<file path="config.mk">
export PLATFORM = sky130hd
export DESIGN_NAME = sort_job_scheduler
export DESIGN_NICKNAME = d
export VERILOG_FILES = /design/src/rtl/sort_job_scheduler.sv
export SDC_FILE = /design/constraint.sdc
export NUM_CORES = 1
export LEC_CHECK = 0
export ABC_AREA = 1
export ABC_CLOCK_PERIOD_IN_PS = 6000
export CORE_MARGIN = 2
export CORE_UTILIZATION = 40
export CTS_BUF_LIST = sky130_fd_sc_hd__clkbuf_2
export DETAILED_ROUTE_END_ITERATION = 10
export GPL_ROUTABILITY_DRIVEN = 0
export PLACE_DENSITY = 0.89
export SETUP_SLACK_MARGIN = 0.15
export SKIP_LAST_GASP = 1
export SLEW_MARGIN = 10
export SYNTH_ARGS = -nofsm -noshare
export SYNTH_HDL_FRONTEND = slang
export SYNTH_SLANG_ARGS = --single-unit
</file>
<file path="constraint.sdc">
create_clock -name clk -period 6 [get_ports clk]
set_input_delay 1.2 -clock clk [delete_from_list [all_inputs] [get_ports clk]]
set_output_delay 1.2 -clock clk [all_outputs]
set_load 0.02 [all_outputs]
</file>
<file path="src/rtl/sort_job_scheduler.sv">
`default_nettype none
// ============================================================================
// Module   : sort_job_scheduler
// Brief    : Round-robin job scheduler in front of one shared insertion-sort engine.
// Revision : 1.0
// ============================================================================
module sort_job_scheduler #(
  parameter int NREQ   = 4,
  parameter int DW     = 32,
  parameter int CW     = 8,
  parameter int MAXCNT = 100
) (
  input  logic                     clk,
  input  logic                     reset,
  input  logic [NREQ-1:0]          req_valid,
  input  logic [NREQ*CW-1:0]       req_count,
  output logic [NREQ-1:0]          req_accept,
  output logic [NREQ-1:0]          req_err,
  output logic [NREQ-1:0]          grant,
  input  logic                     src_valid,
  input  logic [DW-1:0]            src_data,
  output logic                     src_ready,
  output logic                     srt_start,
  output logic [CW-1:0]            srt_count,
  output logic                     srt_load_valid,
  output logic [DW-1:0]            srt_load_data,
  input  logic                     srt_load_ready,
  input  logic                     srt_done,
  input  logic                     srt_out_valid,
  input  logic [DW-1:0]            srt_out_data,
  output logic                     srt_out_ready,
  output logic                     res_valid,
  output logic [DW-1:0]            res_data,
  output logic                     res_last,
  output logic [$clog2(NREQ)-1:0]  res_id,
  input  logic                     res_ready,
  output logic                     busy
);

  localparam int            c_pw        = $clog2(NREQ);
  localparam logic [CW-1:0] c_max_count = CW'(MAXCNT);

  typedef enum logic [2:0] {
    S_IDLE  = 3'd0,
    S_START = 3'd1,
    S_LOAD  = 3'd2,
    S_SORT  = 3'd3,
    S_DRAIN = 3'd4
  } state_t;

  state_t              r_state, w_state_nx;
  logic [c_pw-1:0]     r_rr_ptr, w_rr_nx;
  logic [c_pw-1:0]     r_owner, w_owner_nx;
  logic [CW-1:0]       r_count, w_count_nx;
  logic [CW-1:0]       r_n, w_n_nx;
  logic [NREQ-1:0]     r_req_accept, w_accept_nx;
  logic [NREQ-1:0]     r_req_err, w_err_nx;
  logic                r_start, w_start_nx;

  logic                w_found;
  logic [c_pw-1:0]     w_sel;
  logic [CW-1:0]       w_sel_count;
  logic                w_bad;
  logic                w_load_hs;
  logic                w_drain_hs;
  logic                w_last;

  // (base + off) mod NREQ without requiring NREQ to be a power of two
  function automatic logic [c_pw-1:0] f_wrap(input logic [c_pw-1:0] base, input int off);
    int s;
    s = int'(base) + off;
    if (s >= NREQ) s = s - NREQ;
    return c_pw'(s);
  endfunction

  function automatic logic [NREQ-1:0] f_onehot(input logic [c_pw-1:0] sel);
    logic [NREQ-1:0] v;
    v      = '0;
    v[sel] = 1'b1;
    return v;
  endfunction

  // Scanning from the far end lets the nearest requester at/after rr_ptr win
  always_comb begin
    w_found = 1'b0;
    w_sel   = '0;
    for (int k = NREQ - 1; k >= 0; k--) begin
      if (req_valid[f_wrap(r_rr_ptr, k)]) begin
        w_found = 1'b1;
        w_sel   = f_wrap(r_rr_ptr, k);
      end
    end
  end

  always_comb begin
    w_sel_count = '0;
    for (int i = 0; i < NREQ; i++) begin
      if (w_sel == c_pw'(i)) w_sel_count = req_count[i*CW +: CW];
    end
  end

  assign w_bad      = (w_sel_count == '0) || (w_sel_count > c_max_count);
  assign w_load_hs  = (r_state == S_LOAD) && src_valid && srt_load_ready;
  assign w_drain_hs = (r_state == S_DRAIN) && srt_out_valid && res_ready;
  assign w_last     = (r_n == (r_count - CW'(1)));

  always_comb begin
    w_state_nx  = r_state;
    w_rr_nx     = r_rr_ptr;
    w_owner_nx  = r_owner;
    w_count_nx  = r_count;
    w_n_nx      = r_n;
    w_accept_nx = '0;
    w_err_nx    = '0;
    w_start_nx  = 1'b0;
    case (r_state)
      S_IDLE: begin
        if (w_found) begin
          if (w_bad) begin
            w_err_nx = f_onehot(w_sel);
            w_rr_nx  = f_wrap(w_sel, 1);
          end else begin
            w_accept_nx = f_onehot(w_sel);
            w_owner_nx  = w_sel;
            w_count_nx  = w_sel_count;
            w_state_nx  = S_START;
          end
        end
      end
      // First START cycle carries the accept pulse, the second the srt_start pulse
      S_START: begin
        if (!r_start) begin
          w_start_nx = 1'b1;
        end else begin
          w_state_nx = S_LOAD;
          w_n_nx     = '0;
        end
      end
      S_LOAD: begin
        if (w_load_hs) begin
          w_n_nx = r_n + CW'(1);
          if ((r_n + CW'(1)) == r_count) w_state_nx = S_SORT;
        end
      end
      S_SORT: begin
        if (srt_done) begin
          w_state_nx = S_DRAIN;
          w_n_nx     = '0;
        end
      end
      S_DRAIN: begin
        if (w_drain_hs) begin
          if (w_last) begin
            w_rr_nx    = f_wrap(r_owner, 1);
            w_n_nx     = '0;
            w_state_nx = S_IDLE;
          end else begin
            w_n_nx = r_n + CW'(1);
          end
        end
      end
      default: w_state_nx = S_IDLE;
    endcase
  end

  always_ff @(posedge clk or negedge reset) begin
    if (!reset) begin
      r_state      <= S_IDLE;
      r_rr_ptr     <= '0;
      r_owner      <= '0;
      r_count      <= '0;
      r_n          <= '0;
      r_req_accept <= '0;
      r_req_err    <= '0;
      r_start      <= 1'b0;
    end else begin
      r_state      <= w_state_nx;
      r_rr_ptr     <= w_rr_nx;
      r_owner      <= w_owner_nx;
      r_count      <= w_count_nx;
      r_n          <= w_n_nx;
      r_req_accept <= w_accept_nx;
      r_req_err    <= w_err_nx;
      r_start      <= w_start_nx;
    end
  end

  // Data paths are pass-through but gated by state so everything reads 0 outside its phase
  assign req_accept     = r_req_accept;
  assign req_err        = r_req_err;
  assign srt_start      = r_start;
  assign srt_count      = r_count;
  assign grant          = (r_state == S_LOAD) ? f_onehot(r_owner) : '0;
  assign src_ready      = (r_state == S_LOAD) && srt_load_ready;
  assign srt_load_valid = (r_state == S_LOAD) && src_valid;
  assign srt_load_data  = (r_state == S_LOAD) ? src_data : '0;
  assign srt_out_ready  = (r_state == S_DRAIN) && res_ready;
  assign res_valid      = (r_state == S_DRAIN) && srt_out_valid;
  assign res_data       = (r_state == S_DRAIN) ? srt_out_data : '0;
  assign res_last       = (r_state == S_DRAIN) && w_last;
  assign res_id         = (r_state == S_DRAIN) ? r_owner : '0;
  assign busy           = (r_state != S_IDLE);

endmodule
`default_nettype wire

</file>
==> After elaboration in Yosys (flattened, before gate mapping) <==
Cells that the tools add are included.
Widths: inputs -> output; s select.
{ "word_totals": {"regBits": 32, "in_bits": 107, "out_inout_bits": 93} }
{ "op_classes": {"n_addsub": 13, "n_lt_le_gt_ge": 15, "eq_ne": 18, "n_mux": 62, "bitwise_logic": 1, "n_reduce_logical": 20} }
{ "op_table": {"columns": ["op", "count"], "rows": [
  ["$mux 8", 9],
  ["$mux 32", 2],
  ["$pmux 8 s4", 1],
  ["$mux 2", 15],
  ["$mux 4", 7],
  ["$mux 3", 8],
  ["$lt 2x3->1 const B", 6],
  ["$ne 2x2->1 const B", 9],
  ["$eq 8x8->1", 2],
  ["$ge 3x3->1 const B", 5],
  ["$pmux 3 s5", 1],
  ["$mux 1", 12],
  ["$sub 2x1->2 const B", 6],
  ["$reduce_and 5->1", 2],
  ["$add 2x1->3 const B", 3],
  ["$logic_and 1x1->1", 9],
  ["$add 8x1->8 const B", 1],
  ["$bmux 1 s2", 4],
  ["$gt 8x7->1 const B", 1],
  ["$logic_not 8->1", 1],
  ["$reduce_and 8->1", 1],
  ["$sub 8x1->8 const B", 1],
  ["$add 2x2->3 const B", 2],
  ["$eq 3x2->1 const B", 2],
  ["16 further kinds", 19]
]} }

==> Longest topological paths before layout <==
Gate-level depths: netlist of run 1.
{ "depth": {"word_depth": 19, "depth_mapped": 24, "depth_no_buf": 22} }

==> Worst setup path before layout of run 1 <==
No wires, ideal clock.
{ "synth_timing": {"path_kind": "input to register", "from": "input port req_valid[3]", "to": "register r_count[5] (netlist: srt_count[5])", "setup_ps": 118, "arrival_ps": 2918, "required_ps": 5882, "setup_slack_ps": 2964, "stages": 21, "path_buffers": 2, "path_cell_list": "inv_1 -> nand2_1 -> nand3_1 -> nand2_1 -> inv_2 -> nand2_2 -> nand3_2 -> nand2_8 -> buf_6 -> nand2_1 -> inv_2 -> nand2_1 -> nand4_2 -> nor2_1 -> nand2_2 -> nand2_2 -> nor2_8 -> nand3_2 -> buf_6 -> nand2_1 -> nand2_1"} }
{ "synth_between": {"elab_chain_cells": 15} }
{ "synth_rtl": {"columns": ["element", "line_no", "text"], "rows": [
  ["start, declared", "15", "input logic [NREQ-1:0] req_valid,"],
  ["$bmux 1 s2", "88", "if (req_valid[f_wrap(r_rr_ptr, k)]) begin"],
  ["$mux 1 (not written as such)", "88", null],
  ["$mux 2 (4 in a row)", "88", null],
  ["$logic_not 2->1", "98", "if (w_sel == c_pw'(i)) w_sel_count = req_count[i*CW +: CW];"],
  ["$mux 8 (4 in a row)", "98", null],
  ["$gt 8x7->1 / $logic_not 8->1 (equally long branches)", "102", "assign w_bad = (w_sel_count == '0) || (w_sel_count > c_max_count);"],
  ["$logic_or 1x1->1", "102", null],
  ["$not 1->1 (no line)", null, null],
  ["$reduce_and 3->1 (no line)", null, null],
  ["end signal, assigned", "180", "r_count <= w_count_nx;"],
  ["end, declared", "54", "logic [CW-1:0] r_count, w_count_nx;"]
]} }
Several ways; a longest one is shown, not always the timed one. The select of a mux whose other input is x is not followed.
A chain may end at the register's enable or synchronous reset.

==> Final worst setup path of run 1 <==
{ "layout_timing": {"from": "register r_state[2]", "to": "output port grant[3]"} }
{ "layout_between": {"elab_chain_cells": 2} }
{ "layout_rtl": {"columns": ["element", "line_no", "text"], "rows": [
  ["start, declared", "51", "state_t r_state, w_state_nx;"],
  ["start signal, assigned", "177", "r_state <= w_state_nx;"],
  ["$eq 3x2->1", "193", "assign grant = (r_state == S_LOAD) ? f_onehot(r_owner) : '0;"],
  ["$mux 4", "193", null],
  ["end, declared", "19", "output logic [NREQ-1:0] grant,"]
]} }
Every way passes these cells.

==> run_results.csv, run 1 <==
group,metric,value,unit
run_status,outcome,"completed",
power,combPwrFrac,0.784,
placement,dp_hpwl,8.934,mm
global_route,grt_pass1_wl,17.80,mm
cts,clk-insertion-delay-late,0.38,ns
sta,tns,0,ns
route,vias,3696,
critical_path,cp.required,4.80,ns
power,p_leak,2.544,nW
logic_synthesis,yosys_warnings,0,
cts,cts_buffers,5,
logic_synthesis,synthCells,497,
route,drc,0,
sta,fin_crit,4.461,ns
logic_synthesis,mappedNetlistArea,0.002979,mm2
floorplanning,die_area,0.008154,mm2
route,avgViaCountPerCell,4.673,
logic_synthesis,synth.area.top_cells,"dfrtp_1 (27%), inv_1 (14%), nor2_1 (14%), nand2_1 (12%), nand3_1 (6.0%)",
global_route,antenna_found_initial,0,
cts,clkTransAtPathRegs,0.17,ns
sta,relSlewSlack,0.2948,
job,maxCapViolCount,0,
cts,cts-root-buf,"clkbuf_2",
floorplanning,rows,31,
sta,drv_slew,0,
logic_synthesis,synth_seq_cells,32,
route,drtAntennaViolNets,0,
cts,cts.sinks,32,
floorplanning,die_y,90.30,um
layout,n_antenna_cell,0,
logic_synthesis,ys.flop_type,"dfrtp_1",
global_route,grtUsageTotal,0.2637,
critical_path,worst-path-max-fanout,41,
logic_synthesis,synth_edf_count,0,
sta,final-setup-viol-count,0,
critical_path,end_kind,"output pin",
power,swShare,0.5650,
global_route,grt_start_max_net_pins,42,
placement,dp_cells,783,
logic_synthesis,synth_fp_nets,606,
cts,clockBufferDepth,2,
layout,instances_no_fill,791,
power,pwr-share-clk,0.048,
placement,pre_cts_slack,2.008,ns
cts,htreeDepth,2,
cts,postCtsSetupBuffers,0,
logic_synthesis,synth_top_area_share,0.2688,
floorplanning,fp.coreArea,0.007214,mm2
layout,nFillCells,597,
cts,cts_tree,"built",
route,wl_per_cell,13.69,um
worst_hold_path,hold_class,"reg -> reg",
cts,cts_hold_buf,0,
critical_path,worstPathArrival,3.26,ns
route,drt-pass1-iter-count,4,
cts,cts_resized,0,
global_route,grt-ovfl-total,0,
sta,timing_hold_violations_final,0,
layout,layout.nets,800,
global_route,grt_pass1_vias,3656,
floorplanning,die_w,90.30,um
power,p_sw,1.224,mW
layout,area_growth_syn_to_layout,70.43,%
power,intPower,0.9425,mW
power,powerDensity,426.8,mW/mm2
critical_path,start_kind,"flip-flop",
logic_synthesis,synth_area_per_cell,5.994,um2
power,ir_worst_vdd,0.3429,mV
floorplanning,io_pins,200,
logic_synthesis,yosysUniqueCellTypes,32,
layout,drive_above_1_share,0.05491,
logic_synthesis,yosys.cell_count.top_type,"inv_1",
logic_synthesis,synthArstFlopShare,1.000,
sta,setup_ws,1.539,ns
route,drtIter0Drc,217,
sta,finalCritPeriodShare,0.7435,
sta,tightestPinTransition,1.051,ns
layout,utilization,0.7038,
floorplanning,start_util,0.4129,
critical_path,critPathKind,"reg -> out",
placement,portBuffers,199,
route,drt_wl_total,10.83,mm
power,seqPwrFrac,0.168,
sta,hold_ws,0.4774,ns
logic_synthesis,synth_top_cell_by_area,"dfrtp_1",
critical_path,rrSetupSlack,2.84,ns
sta,fmax,224.2,MHz
logic_synthesis,seq_area_frac_synth,0.2688,
logic_synthesis,synth_commonest_cells,"inv_1 (109), nor2_1 (108), nand2_1 (96), nand3_1 (36), dfrtp_1 (32)",
sta,finClkSkew,0.01909,ns
sta,rsz0062_at_grt,"no",
power by group through the flow:
stage	registers, mW	clock network (mW)	logic, mW
after global routing	0.373	0.115	1.88
after floorplan	0.364	0	1.20
after global placement	0.360	0	1.63
after CTS	0.362	0.106	1.69
after detailed placement	0.366	0	1.68
final	0.364	0.104	1.70
metrics by stage:
stage,power [mW],instance area [um2]
floorplan,1.564,2979
global placement,1.986,5034
detailed placement,2.050,5034
CTS,2.161,5077
global route,2.365,5077
finish,2.167,5077
layout by cell type (no fill, tap or decap):
| master | netlist | final |
|---|---|---|
| clkdlybuf4s50_1 | 0 | 199 |
| inv_1 | 109 | 108 |
| nor2_1 | 108 | 108 |
| nand2_1 | 96 | 96 |
| nand3_1 | 36 | 36 |
| dfrtp_1 | 32 | 32 |
| xor2_1 | 17 | 17 |
| nand4_1 | 16 | 16 |
| nor3_1 | 9 | 9 |
| nand2_2 | 8 | 8 |
| xnor2_1 | 7 | 7 |
| a21oi_1 | 7 | 7 |
| inv_2 | 6 | 6 |
| o21ai_0 | 6 | 6 |
| clkbuf_2 | 0 | 5 |
| o22ai_1 | 4 | 4 |
| nand3_2 | 3 | 3 |
| nor4_1 | 3 | 3 |
| nor2_8 | 2 | 2 |
| nor2_2 | 2 | 2 |
| a21oi_2 | 2 | 2 |
| clkinv_1 | 0 | 2 |
| ha_1 | 2 | 2 |
| clkinvlp_4 | 0 | 2 |
| buf_4 | 0 | 2 |
| inv_6 | 1 | 1 |
| o21ai_2 | 1 | 1 |
| nand2_4 | 1 | 1 |
| nand2_8 | 1 | 1 |
| a21boi_2 | 1 | 1 |
| nand4_2 | 1 | 1 |
| o21ai_1 | 1 | 1 |
| nand3b_1 | 1 | 1 |
critical path, stage by stage, from the launching register on:
cell and delay (ns):
dfrtp_1 0.43, nor2_1 0.15, inv_1 0.07, nor2_1 0.19, clkinv_1 0.86, nor3_1 0.48, clkdlybuf4s50_1 0.69
metal layers:
metal / vias to the layer above / GRT usage / part of all wire
met5: - / 0 / 0
met1: 1636 / 0.3254 / 0.43
met2: 163 / 0.4718 / 0.50
li1: 1879 / - / -
met3: 18 / 0.04925 / 0.059
met4: 0 / 0.06923 / 0.017
path summary, 6_finish.rpt:
check                      cells after the start        from            to
setup / recovery                               6  r_state[2]      grant[3]
hold / removal                                 1   srt_start     srt_start
setup reg to reg                              10  r_state[2]        r_n[6]
hold reg to reg                                1   srt_start     srt_start
max in group asynchronous                      2       reset  srt_count[6]
min in group asynchronous                      2       reset  srt_count[5]
layout make-up:
cell class,instances,area [um2],area share
Multi-Input combinational cell,335,1662,0.3273
Clock buffer,5,25.02,0.004929
Timing Repair Buffer,201,2007,0.3953
Inverter,116,440.4,0.08674
Sequential cell,32,800.8,0.1577
Tap cell,99,123.9,0.02440
Clock inverter,3,18.77,0.003696
registers in the layout, summed over array words and instances (netlist names):
signal and count:
srt_start 1, r_rr_ptr 2, r_state 3, srt_count 8, r_owner 2, req_err 4
r_n 8, req_accept 4
cell families after synthesis:
kind of cell | Yosys count | share of synthesized area
AND/OR/NAND/NOR | 287 | 0.4343
XOR/XNOR | 24 | 0.07056
AO/OA/AOI/OAI | 22 | 0.04452
buffers and inverters | 130 | 0.1735
adder cells (fa/ha/maj) | 2 | 0.008398
flip-flops | 32 | 0.2688
Note: power is estimated with default switching activity, not from simulation.
==> run 2: changes to the inputs <==
- ABC_CLOCK_PERIOD_IN_PS: 6000 -> 4600
- CORE_UTILIZATION: 40 -> 37
- PLACE_DENSITY: 0.89 -> 0.83
- clock period: 6 -> 4.6 ns (I/O delays scaled with it)
==> run_results.csv, run 2 (synthesis results as in run 1) <==
group,metric,value,unit
route,drtAntennaViolNets,0,
sta,fmax,271.5,MHz
route,wl_per_cell,14.15,um
cts,cts_resized,0,
global_route,grt_pass1_vias,3463,
sta,setup_ws,0.9168,ns
layout,n_antenna_cell,0,
cts,cts-root-buf,"clkbuf_2",
sta,relSlewSlack,0.2224,
floorplanning,rows,32,
cts,htreeDepth,2,
critical_path,cp_top_family,"buffers and inverters",
critical_path,rrSetupSlack,1.67,ns
global_route,met2_usage,0.3905,
worst_hold_path,hold_path_end,"srt_start",
layout,layout.nets,801,
power,powerDensity,558.4,mW/mm2
route,drtIter0Drc,220,
sta,finalCritPeriodShare,0.8007,
worst_hold_path,hold_class,"reg -> reg",
global_route,grt_start_max_net_pins,42,
global_route,use_met3,0.06340,
floorplanning,die_y,93.73,um
global_route,grt.busiest_layer,"met2",
global_route,grt-ovfl-total,0,
global_route,grtUsageTotal,0.2431,
power,p_leak,2.556,nW
sta,final-setup-viol-count,0,
sta,drv_slew,0,
layout,nFillCells,670,
cts,clkTransAtPathRegs,0.18,ns
cts,cts.sinks,32,
layout,area_growth_syn_to_layout,70.89,%
layout,drive_above_1_share,0.05772,
global_route,antenna_found_initial,0,
critical_path,cp.required,3.68,ns
critical_path,ff2ff_path_depth,16,
floorplanning,start_util,0.3835,
sta,tightestPinTransition,1.165,ns
critical_path,start_kind,"flip-flop",
worst_hold_path,min_from,"srt_start",
power,finalPower,2.843,mW
cts,cts_hold_buf,0,
sta,finClkSkew,0.01839,ns
route,avgViaCountPerCell,4.697,
critical_path,critPathKind,"reg -> out",
floorplanning,die_area,0.008785,mm2
critical_path,r2r_end,"srt_count[4]",
critical_path,r2r_start,"r_rr_ptr[0]",
sta,timing_hold_violations_final,0,
layout,regArea,800.8,um2
cts,clk-insertion-delay-late,0.37,ns
critical_path,worst-path-max-fanout,41,
floorplanning,die_w,93.73,um
critical_path,end_kind,"output pin",
layout,multi_input_area,0.001662,mm2
floorplanning,fp.coreArea,0.007767,mm2
critical_path,cp_num_buf_inv,3,
cts,clockBufferDepth,2,
route,drt-pass1-iter-count,5,
sta,rsz0062_at_grt,"no",
sta,tns,0,ns
critical_path,worstPathArrival,2.76,ns
run_status,outcome,"completed",
critical_path,cpMaxStageDelayCell,"clkdlybuf4s50_1",
critical_path,max_stage_delay,0.65,ns
placement,pre_cts_slack,0.9129,ns
route,drt_wl_total,11.25,mm
power,ir_worst_vdd,0.4331,mV
layout,most-common-layout-cells,"clkdlybuf4s50_1 (199), inv_1 (109), nor2_1 (108), nand2_1 (96), nand3_1 (36)",
cts,cts_tree,"built",
global_route,met1_usage,0.3260,
job,maxCapViolCount,0,
route,drc,0,
route,vias,3734,
sta,fin_crit,3.683,ns
global_route,grt_pass1_wl,17.05,mm
cts,postCtsSetupBuffers,0,
critical_path,cp_cell_sequence,"nor2_1 -> inv_1 -> nor2_1 -> inv_1 -> nor2_1 -> clkdlybuf4s50_1",
placement,portBuffers,199,
worst_hold_path,hold_depth,1,
critical_path,cpMostUsedCell,"nor2_1",
placement,dp_hpwl,9.264,mm
layout,final_common_cell,"clkdlybuf4s50_1",
cts,cts_buffers,5,
floorplanning,io_pins,200,
## run 2: cell count changes in the layout (fill, tap and decap cells not counted)
cell	previous run	this run
inv_1	108	109
buf_4	2	3
clkinvlp_4	2	1
clkinv_1	2	0
clkinv_4	0	1
clkbuf_2	5	6
## run 2: worst max path at each step
stage / start / endpoint / slack (ns) / cells past startpoint
after floorplan: req_valid[3] / srt_count[5] / 1.84 / 21
after global placement: req_valid[2] / r_owner[0] / 1.14 / 16
after detailed placement: req_valid[2] / srt_count[4] / 0.91 / 16
after CTS: r_state[2] / srt_load_data[2] / 0.93 / 6
after global routing: r_state[2] / grant[0] / 0.65 / 6
final: r_state[2] / srt_load_data[10] / 0.92 / 6
## run 2: power by group
part	internal, mW	total [mW]	switching [mW]	leakage (nW)
clock	0.0406	0.141	0.101	0.0292
sequential	0.356	0.473	0.118	0.425
combinational	0.841	2.23	1.39	2.10
total	1.24	2.84	1.61	2.56
## run 2: layout make-up
| cell class | instances | area share |
|---|---|---|
| repair buffers | 202 | 0.3957 |
| multi-input cells | 335 | 0.3264 |
| flip-flops and latches | 32 | 0.1573 |
| inverters | 116 | 0.08651 |
| well taps | 102 | 0.02507 |
| clock buffers | 6 | 0.005898 |
| clock inverters | 2 | 0.003195 |
## run 2: stage by stage
| stage | hold slack (ns) | instance area (um2) | cells | utilization |
|---|---|---|---|---|
| finish | 0.4836 | 5091 | 795 | 0.6554 |
| detailed placement | 0.4699 | 5045 | 787 | 0.6495 |
| floorplan | 0.4854 | 2979 | 497 | - |
| global placement | 0.4633 | 5045 | 787 | 0.6495 |
| CTS | 0.4910 | 5091 | 795 | 0.6554 |
| global route | 0.5244 | 5091 | 795 | 0.6554 |
## run 2: routing by layer
metal	vias to the layer above	share of wire	routed length, um
li1	1877	-	-
met1	1655	0.43	4792
met2	179	0.46	5179
met3	23	0.090	1016
met4	0	0.023	261
met5	-	0	0
==> run 3: changes to the inputs <==
- ABC_CLOCK_PERIOD_IN_PS: 4600 -> 3840
- clock period: 4.6 -> 3.84 ns (I/O delays scaled with it)
==> run_results.csv, run 3 (synthesis results as in run 1) <==
group,metric,value,unit
run_status,outcome,"completed",
sta,tightestPinTransition,0.4960,ns
job,maxCapViolCount,0,
critical_path,cp.required,3.07,ns
critical_path,cp_top_family,"buffers and inverters",
sta,finClkSkew,0.009166,ns
placement,portBuffers,199,
floorplanning,die_y,93.73,um
critical_path,cpMaxStageDelayCell,"clkdlybuf4s50_1",
floorplanning,start_util,0.3835,
critical_path,max_stage_delay,0.64,ns
sta,final-setup-viol-count,0,
cts,postCtsSetupBuffers,0,
power,p_leak,2.570,nW
global_route,grtUsageTotal,0.2442,
route,drtAntennaViolNets,0,
sta,relSlewSlack,0.6674,
sta,fin_crit,3.311,ns
layout,layout.nets,804,
route,drt-pass1-iter-count,5,
floorplanning,die_area,0.008785,mm2
critical_path,cp_num_buf_inv,3,
global_route,grt-ovfl-total,0,
layout,nFillCells,683,
global_route,use_met3,0.05297,
cts,clockBufferDepth,2,
layout,regArea,800.8,um2
critical_path,worstPathArrival,2.54,ns
worst_hold_path,hold_path_end,"srt_start",
sta,drv_slew,0,
worst_hold_path,hold_class,"reg -> reg",
sta,rsz0062_at_grt,"no",
critical_path,r2r_start,"r_rr_ptr[0]",
critical_path,ff2ff_path_depth,18,
cts,cts_buffers,5,
cts,cts-root-buf,"clkbuf_2",
critical_path,critPathKind,"reg -> out",
route,drc,0,
sta,fmax,302.0,MHz
global_route,met1_usage,0.3368,
critical_path,cpMostUsedCell,"nor2_1",
layout,most-common-layout-cells,"clkdlybuf4s50_1 (198), inv_1 (108), nor2_1 (107), nand2_1 (96), nand3_1 (36)",
route,drtIter0Drc,170,
power,powerDensity,662.3,mW/mm2
cts,clkTransAtPathRegs,0.15,ns
floorplanning,fp.coreArea,0.007767,mm2
layout,n_antenna_cell,0,
critical_path,worst-path-max-fanout,11,
sta,tns,0,ns
route,drt_wl_total,11.56,mm
cts,clk-insertion-delay-late,0.36,ns
cts,cts_resized,0,
critical_path,cp_cell_sequence,"nor2_1 -> inv_1 -> nor2_4 -> clkinvlp_4 -> nor2_1 -> clkdlybuf4s50_1",
floorplanning,die_w,93.73,um
layout,multi_input_area,0.001669,mm2
global_route,grt.busiest_layer,"met2",
global_route,antenna_found_initial,0,
layout,instances_no_fill,797,
critical_path,start_kind,"flip-flop",
critical_path,r2r_end,"r_state[0]",
layout,final_common_cell,"clkdlybuf4s50_1",
global_route,met2_usage,0.3869,
critical_path,rrSetupSlack,0.96,ns
power,ir_worst_vdd,0.6941,mV
cts,cts_tree,"built",
worst_hold_path,min_from,"srt_start",
layout,drive_above_1_share,0.06043,
critical_path,end_kind,"output pin",
floorplanning,rows,32,
worst_hold_path,hold_depth,1,
layout,area_growth_syn_to_layout,71.65,%
global_route,grt_pass1_wl,17.11,mm
route,vias,3732,
global_route,grt_pass1_vias,3408,
placement,dp_cells,787,
cts,cts.sinks,32,
cts,cts_hold_buf,0,
placement,dp_hpwl,9.215,mm
placement,pre_cts_slack,0.3762,ns
cts,htreeDepth,2,
floorplanning,io_pins,200,
route,avgViaCountPerCell,4.683,
route,wl_per_cell,14.51,um
global_route,grt_start_max_net_pins,42,
sta,setup_ws,0.5291,ns
sta,finalCritPeriodShare,0.8622,
sta,timing_hold_violations_final,0,
[run 3: changes by cell type in the layout (fill, tap and decap cells not counted), sizes merged]
cell           previous run  this run
clkinv                    1         2
clkbuf                    6         5
inv                     116       115
dlymetal6s2s              0         1
clkdlybuf4s50           199       198
clkinvlp                  1         4
[run 3: worst max-delay path by stage]
stage                             from           endpoint  depth (start not counted)
after global routing        r_state[2]           grant[1]                          6
after floorplan           req_valid[3]       srt_count[5]                         21
after global placement    req_valid[2]         r_state[1]                         20
after CTS                   r_state[2]           grant[1]                          6
final                       r_state[2]  srt_load_data[12]                          6
after detailed placement  req_valid[2]         r_state[1]                         20
[run 3: where the power goes]
group | switching [mW] | leakage, nW | internal (mW)
clock network | 0.109 | 0.0239 | 0.0375
registers | 0.138 | 0.425 | 0.426
logic | 1.67 | 2.12 | 1.01
[run 3: final cells by class]
cell class | instances | share of cell area
Tap cell | 102 | 0.02496
Sequential cell | 32 | 0.1566
Clock buffer | 5 | 0.004894
Timing Repair Buffer | 202 | 0.3944
Inverter | 116 | 0.08686
Timing Repair inverter | 3 | 0.004404
Clock inverter | 2 | 0.001468
Multi-Input combinational cell | 335 | 0.3264
[run 3: layer usage]
layer	wire, um	vias to the layer above	share of wire
met5	0	-	0
met4	182	0	0.016
met3	887	18	0.077
met2	5397	176	0.47
met1	5096	1644	0.44
li1	-	1894	-
[run 3: worst register-to-register path: cells and delay by family, from the launching register on]
family	cells	cell delay, ns
and+or+nand+nor	16	1.67
DFF	1	0.53
AOI/OAI and AO/OA	1	0.43
buffers and inverters	1	0.14
[run 3: through the flow]
stage	power (mW)	area, um2	util	hold WS, ns
CTS	3.366	5077	0.6537	0.4902
finish	3.387	5114	0.6583	0.4920
detailed placement	3.209	5045	0.6495	0.4702
floorplan	2.443	2979	-	0.4724
global placement	3.119	5045	0.6495	0.4577
global route	3.672	5114	0.6583	0.5278
